File: src/rtl/run_control.sv
// Run/step/halt sequencer: owns the 3-bit phase counter, run state, datapath enable and retired-instruction count; all outputs registered (Moore).
// No backpressure: start/step/stop are single-cycle pulses. Optional breakpoint logic is enabled with `define BREAKPOINT_EN.
module run_control #(
  parameter int AWIDTH     = 5,
  parameter int ICNT_WIDTH = 16
) (
  input  logic                  clk,
  input  logic                  rst,
  input  logic                  start,
  input  logic                  step,
  input  logic                  stop,
  input  logic                  halt,
  input  logic [AWIDTH-1:0]     pc_addr,
  input  logic [AWIDTH-1:0]     bp_addr,
  input  logic                  bp_valid,
  output logic [2:0]            phase,
  output logic                  cpu_en,
  output logic [1:0]            run_state,
  output logic                  busy,
  output logic [ICNT_WIDTH-1:0] instr_count,
  output logic                  bp_hit
);

  typedef enum logic [1:0] {
    IDLE   = 2'b00,
    RUN    = 2'b01,
    STEP   = 2'b10,
    HALTED = 2'b11
  } state_t;

  state_t                state_q, state_d;
  logic [2:0]            phase_q, phase_d;
  logic [ICNT_WIDTH-1:0] cnt_q, cnt_d;
  logic                  stop_pend_q, stop_pend_d;
  logic                  bp_match;
  logic                  bp_set, bp_clr;

`ifdef BREAKPOINT_EN
  logic bp_hit_q;

  // PC has already advanced past the phase-4 increment, so a hit stops before fetching bp_addr
  assign bp_match = bp_valid && (pc_addr == bp_addr);

  always_ff @(posedge clk or posedge rst) begin
    if (rst)         bp_hit_q <= 1'b0;
    else if (bp_set) bp_hit_q <= 1'b1;
    else if (bp_clr) bp_hit_q <= 1'b0;
  end

  assign bp_hit = bp_hit_q;
`else
  logic unused_bp;

  assign bp_match  = 1'b0;
  assign bp_hit    = 1'b0;
  assign unused_bp = ^{pc_addr, bp_addr, bp_valid, bp_set, bp_clr};
`endif

  always_ff @(posedge clk or posedge rst) begin
    if (rst) begin
      state_q     <= IDLE;
      phase_q     <= 3'd0;
      cnt_q       <= '0;
      stop_pend_q <= 1'b0;
    end else begin
      state_q     <= state_d;
      phase_q     <= phase_d;
      cnt_q       <= cnt_d;
      stop_pend_q <= stop_pend_d;
    end
  end

  always_comb begin
    state_d     = state_q;
    phase_d     = phase_q;
    cnt_d       = cnt_q;
    stop_pend_d = stop_pend_q;
    bp_set      = 1'b0;
    bp_clr      = 1'b0;
    case (state_q)
      IDLE, HALTED: begin
        phase_d     = 3'd0;
        stop_pend_d = 1'b0;
        if (start) begin
          state_d = RUN;
          bp_clr  = (state_q == HALTED);
        end else if (step) begin
          state_d = STEP;
          bp_clr  = (state_q == HALTED);
        end
      end
      default: begin
        phase_d = phase_q + 3'd1;
        if (stop) stop_pend_d = 1'b1;
        if (phase_q == 3'd4 && halt) begin
          // HLT retires early: phases 5-7 are skipped
          state_d     = HALTED;
          phase_d     = 3'd0;
          cnt_d       = cnt_q + ICNT_WIDTH'(1);
          stop_pend_d = 1'b0;
        end else if (phase_q == 3'd7) begin
          cnt_d       = cnt_q + ICNT_WIDTH'(1);
          stop_pend_d = 1'b0;
          if (state_q == RUN && bp_match) begin
            state_d = HALTED;
            bp_set  = 1'b1;
          end else if (state_q == STEP || stop || stop_pend_q) begin
            state_d = HALTED;
          end
        end
      end
    endcase
  end

  assign phase       = phase_q;
  assign run_state   = state_q;
  assign cpu_en      = (state_q == RUN) || (state_q == STEP);
  assign busy        = cpu_en;
  assign instr_count = cnt_q;

endmodule

File: config.mk
export PLATFORM = sky130hd
export DESIGN_NAME = run_control
export DESIGN_NICKNAME = d
export VERILOG_FILES = /design/src/rtl/run_control.sv
export SDC_FILE = /design/constraint.sdc
export NUM_CORES = 1
export LEC_CHECK = 0
export ABC_AREA = 1
export CELL_PAD_IN_SITES_DETAIL_PLACEMENT = 1
export CELL_PAD_IN_SITES_GLOBAL_PLACEMENT = 2
export CORE_MARGIN = 2
export CORE_UTILIZATION = 26
export DETAILED_ROUTE_END_ITERATION = 12
export PLACE_DENSITY_LB_ADDON = 0.1
export SLEW_MARGIN = 30
export SYNTH_ARGS = -nofsm -noshare
export SYNTH_HDL_FRONTEND = slang
export SYNTH_SLANG_ARGS = --single-unit
File: constraint.sdc
create_clock -name clk -period 1.5 [get_ports clk]
set_input_delay 0.3 -clock clk [delete_from_list [all_inputs] [get_ports clk]]
set_output_delay 0.3 -clock clk [all_outputs]
set_load 0.01 [all_outputs]
==> results of run 1 <==
-- registers in the layout, summed over array words and instances, names as in the netlist --
register	flops
instr_count	16
stop_pend_q	1
run_state	2
phase	3
-- worst max path at each step --
stage	startpoint	to	slack [ps]	depth (start not counted)
final	instr_count[8]	instr_count[8]	50	1
after global routing	phase[0]	instr_count[13]	-30	9
after CTS	run_state[0]	instr_count[15]	7	9
after detailed placement	halt	instr_count[15]	-130	8
after global placement	run_state[0]	cpu_en	-120	4
after floorplan	run_state[0]	instr_count[13]	30	8
-- cell usage in the layout (no fill, tap or decap), types with 3 or more instances in the layout --
master / Yosys / final
dlymetal6s2s_1: 0 / 10
nand2_4: 1 / 3
clkbuf_8: 0 / 4
clkdlybuf4s50_1: 0 / 9
nand2_1: 44 / 43
nand3_1: 10 / 9
buf_6: 0 / 3
nand3b_1: 4 / 4
dlygate4sd2_1: 0 / 7
nand4_1: 6 / 6
nor2_1: 13 / 13
xor2_1: 4 / 4
dfrtp_1: 22 / 20
inv_1: 15 / 13
nand2_2: 4 / 4
buf_4: 2 / 27
nor2_4: 5 / 5
xnor2_1: 3 / 3
-- repair_timing --
item	CTS	global route
setup buffers	12	4
resized for setup	22	21
pin swaps	3	3
endpoints found under the hold margin	0	0
cloned	0	1
setup endpoints to repair	23	22
-- metrics by stage --
stage | TNS, ps | utilization | total power, W | cells | cell area [sq um]
after floorplan | 0 | - | 0.00149 | 150 | 1280
after global placement | -672 | 0.366 | 0.00207 | 256 | 1730
after detailed placement | -958 | 0.366 | 0.00212 | 256 | 1730
after CTS | 0 | 0.398 | 0.00273 | 272 | 1880
after global routing | -120 | 0.421 | 0.00310 | 277 | 1990
final | 0 | 0.421 | 0.00288 | 277 | 1990
-- per-layer routing --
layer / up-vias / GRT usage
met2: 20 / 0.245
met4: 0 / 0.0545
met5: - / 0
li1: 593 / -
met1: 557 / 0.157
met3: 4 / 0.0203
-- area by class of cell --
class                   count  area share
multi-input cells         111       0.354
well taps                  67      0.0421
clock buffers               4      0.0277
flip-flops and latches     22       0.278
repair buffers             57       0.265
inverters                  16      0.0327
-- power by group --
part	switching (W)	internal, W	total [W]	leakage, nW
clock	0.000206	0.000234	0.000440	0.0288
combinational	0.000819	0.000840	0.00166	0.832
sequential	0.0000694	0.000711	0.000780	0.292
total	0.00109	0.00179	0.00288	1.15
-- cells by family (layout without fill, tap and decap cells) --
family / count (synthesis) / count (layout) / share of synthesized area
AO/OA/AOI/OAI: 2 / 2 / 0.00781
XOR/XNOR: 8 / 8 / 0.0606
adder cells (fa/ha/maj): 5 / 5 / 0.0488
buffers and inverters: 18 / 77 / 0.0586
flip-flops: 22 / 22 / 0.430
other: 1 / 1 / 0.00293
AND/OR/NAND/NOR: 94 / 95 / 0.392
==> reports/qor.csv, run 1 <==
metric;value;unit
outcome;finished, final reports clean;
dr.max_layer_used;met4;
avgViaCountPerCell;4.24;
synth_fp_nets;172;
root_buffer;clkbuf_8;
synth_seq_cells;22;
fmax;687;MHz
crit_path_max_fanout;2;
p_leak;1.15;nW
routedWlPerCell;12.2;microns
hold_class;in -> async;
syn_area;0.00128;sq mm
multiInputGateArea;704;sq um
rsz0062_at_grt;yes;
layout.nets;233;
synth_top_area_frac;0.430;
dr_wl_met3;82;microns
n_fill_cell;577;
register_area;553;sq um
clk_latency;270;ps
dr.pass1.iters;2;
hold_slack;371;ps
overflow;0;
cts_hold_buf;0;
finalHoldViolations;0;
crit_arrival;1150;ps
antennaDiodeCount;0;
syn_to_final_growth;55.3;%
grt_usage;0.134;
grt_pass1_wl;5.60;mm
timing.final.crit_period;1450;ps
yosys-top-cells-count;nand2_1, dfrtp_1, inv_1, nor2_1, nand3_1;
reg2regPathDepth;7;
rr_startpoint;phase[0];
crit_family;buffers and inverters;
die_w;74.2;microns
maxSlewViolCount;0;
fin_worst_skew;2.62;ps
io_pins;41;
cts.path.max_buffers;2;
tritoncts_num_sinks;22;
r2r_slack;80;ps
synth.area.top_cells;dfrtp_1, nand2_1, ha_1;
grt_max_degree;23;
drc;0;
peakVddDrop;0.000760;V
cts_htree_levels;1;
syn_avg_cell_area;8.54;sq um
maxCapViolCount;0;
clk_pin_slew;80;ps
post-synth-top-count-cell;nand2_1;
yosysSeqAreaShare;0.430;
async_reset_ff_frac;1.00;
crit_path_max_incr_delay;540;ps
worstPathRequired;1200;ps
coreArea;0.00472;sq mm
grt_pass1_vias;1280;
cts_tree;built;
syn_inst;150;
startpoint_type;register;
cp.buffers_inverters;1;
worstSetupPathType;reg -> out;
io_buffers;28;
gp_congestion;0.699;
synth-edff-count;0;
ys_types;24;
yosys_warnings;0;
synth.largest_area_cell;dfrtp_1;
die_area;0.00551;sq mm
cp-end-kind;output pin;
dr_wl_met2;1.78;mm
start_util;0.271;
first_iter_violations;37;
powerDensity;1450;mW/mm^2
antenna_found_initial;0;
cts_buffers;3;
finalSetupViolations;0;
r2r-end;instr_count[0];
synth_ff_type;dfrtp_1;
routed_wl;3.37;mm
hpwl;2.42;mm
slowest_stage;clkdlybuf4s50_1;
die_y;74.2;microns
finalCritPeriodShare;0.970;
drive_gt1_frac;0.300;
path_cells;clkdlybuf4s50_1;
vias;1174;
fin_ws;45.2;ps
wl_met1;1.47;mm
drtAntennaViolNets;0;
rows;25;
dp_worst_setup_slack;-130;ps
No activity file was read; power rests on OpenSTA's default activity.
==> run 2: changes to the inputs <==
Settings changed: SETUP_SLACK_MARGIN from default to 0.05.
==> reports/qor.csv, run 2 (synthesis gave the netlist of run 1 again) <==
metric;value;unit
antenna_found_initial;0;
fin_ws;64.9;ps
io_pins;41;
finalCritPeriodShare;0.957;
start_util;0.271;
totalNegativeSetupSlack;0;ps
cts.path.max_buffers;2;
clk_latency;260;ps
clk_pin_slew;80;ps
startpoint_type;register;
antennaDiodeCount;0;
drtAntennaViolNets;0;
powerDensity;1470;mW/mm^2
grt_usage;0.139;
dr.pass1.iters;4;
avgViaCountPerCell;4.21;
largest_reg_flops;16;
finalSetupViolations;0;
worstSetupPathType;reg -> out;
cts_buffers;3;
layout_commonest_cell;nand2_1;
most-common-layout-cells;nand2_1, buf_4, dfrtp_1;
rows;25;
peakVddDrop;0.000905;V
crit_path_max_fanout;3;
routedWlPerCell;12.4;microns
die_w;74.2;microns
grt_pass1_wl;5.76;mm
outcome;finished, final reports clean;
dr_wl_met2;1.84;mm
reg2regPathDepth;8;
syn_to_final_growth;53.6;%
register_area;552;sq um
grt_max_degree;23;
dp_worst_setup_slack;-121;ps
timing.final.crit_period;1440;ps
vias;1158;
cp-end-kind;output pin;
overflow;0;
crit_arrival;1140;ps
io_buffers;28;
dr.max_layer_used;met4;
path_cells;ha_4 > inv_4 > buf_6;
worstPathRequired;1200;ps
slowest_stage;dfrtp_1;
cts_hold_buf;0;
first_iter_violations;28;
fin_worst_skew;2.74;ps
crit_path_max_incr_delay;420;ps
cts_htree_levels;1;
dr_wl_met3;93;microns
root_buffer;clkbuf_8;
final_area;0.00197;sq mm
grt_pass1_vias;1257;
drc;0;
tritoncts_num_sinks;22;
hpwl;2.50;mm
dp_cells;256;
multiInputGateArea;744;sq um
cts_tree;built;
totalPowerFinal;0.00289;W
gp_congestion;0.696;
maxSlewViolCount;0;
coreArea;0.00472;sq mm
die_y;74.2;microns
hold_class;in -> async;
fin_cells;275;
maxCapViolCount;0;
n_fill_cell;552;
finalHoldViolations;0;
fmax;697;MHz
die_area;0.00551;sq mm
wl_met1;1.44;mm
p_leak;1.04;nW
rsz0062_at_grt;yes;
routed_wl;3.40;mm
drive_gt1_frac;0.317;
placed_cell_area;0.00173;sq mm
layout.nets;231;
## run 2: cell types whose count changed in the layout (fill, tap and decap cells not counted), moves of 2 or more
cell             delta
clkdlybuf4s50_1     -4
nand2_1             -2
ha_1                -2
dlygate4sd2_1      +13
nand2_2             +2
inv_4               +2
nand3_1             -2
dlymetal6s2s_1     -10
## run 2: power by group
part | leakage (nW) | switching (W) | internal (W)
Sequential | 0.292 | 0.0000860 | 0.000708
Clock | 0.0288 | 0.000208 | 0.000234
Combinational | 0.715 | 0.000834 | 0.000820
Total | 1.04 | 0.00113 | 0.00176
## run 2: timing repair
action | CTS | global route
gates cloned | 1 | 0
gates resized for setup | 29 | 25
endpoints found under the setup margin | 40 | 20
pin swaps | 3 | 9
buffers inserted | 9 | 5
## run 2: per-layer routing
layer | GRT usage | up-vias
met5 | 0 | -
li1 | - | 585
met3 | 0.0203 | 2
met4 | 0.0424 | 0
met1 | 0.161 | 555
met2 | 0.262 | 16
## run 2: cell type report
class                           count  area share
Clock buffer                        4      0.0280
Inverter                           16      0.0331
Sequential cell                    22       0.280
Multi-Input combinational cell    111       0.378
Tap cell                           67      0.0426
Timing Repair Buffer               55       0.238
## run 2: metrics by stage
step / hold WS, ps / utilization
6_report: 378 / 0.417
5_1_grt: 411 / 0.417
4_1_cts: 383 / 0.394
3_5_place_dp: 486 / 0.366
3_3_place_gp: 468 / 0.366
2_1_floorplan: 289 / -
## run 2: critical path, delay by kind of cell, from the launching register on
family,cells,cell delay [ps]
DFF,1,420
adders and majority gates,1,300
buffers and inverters,2,150
## run 2: worst paths after layout
check,end,slack (ps),from
max in group asynchronous,instr_count[2],870,rst
min in group clk,phase[0],490,phase[0]
max reg2reg,instr_count[13],80,run_state[1]
max,cpu_en,60,run_state[1]
min reg2reg,phase[0],490,phase[0]
min,stop_pend_q,380,rst
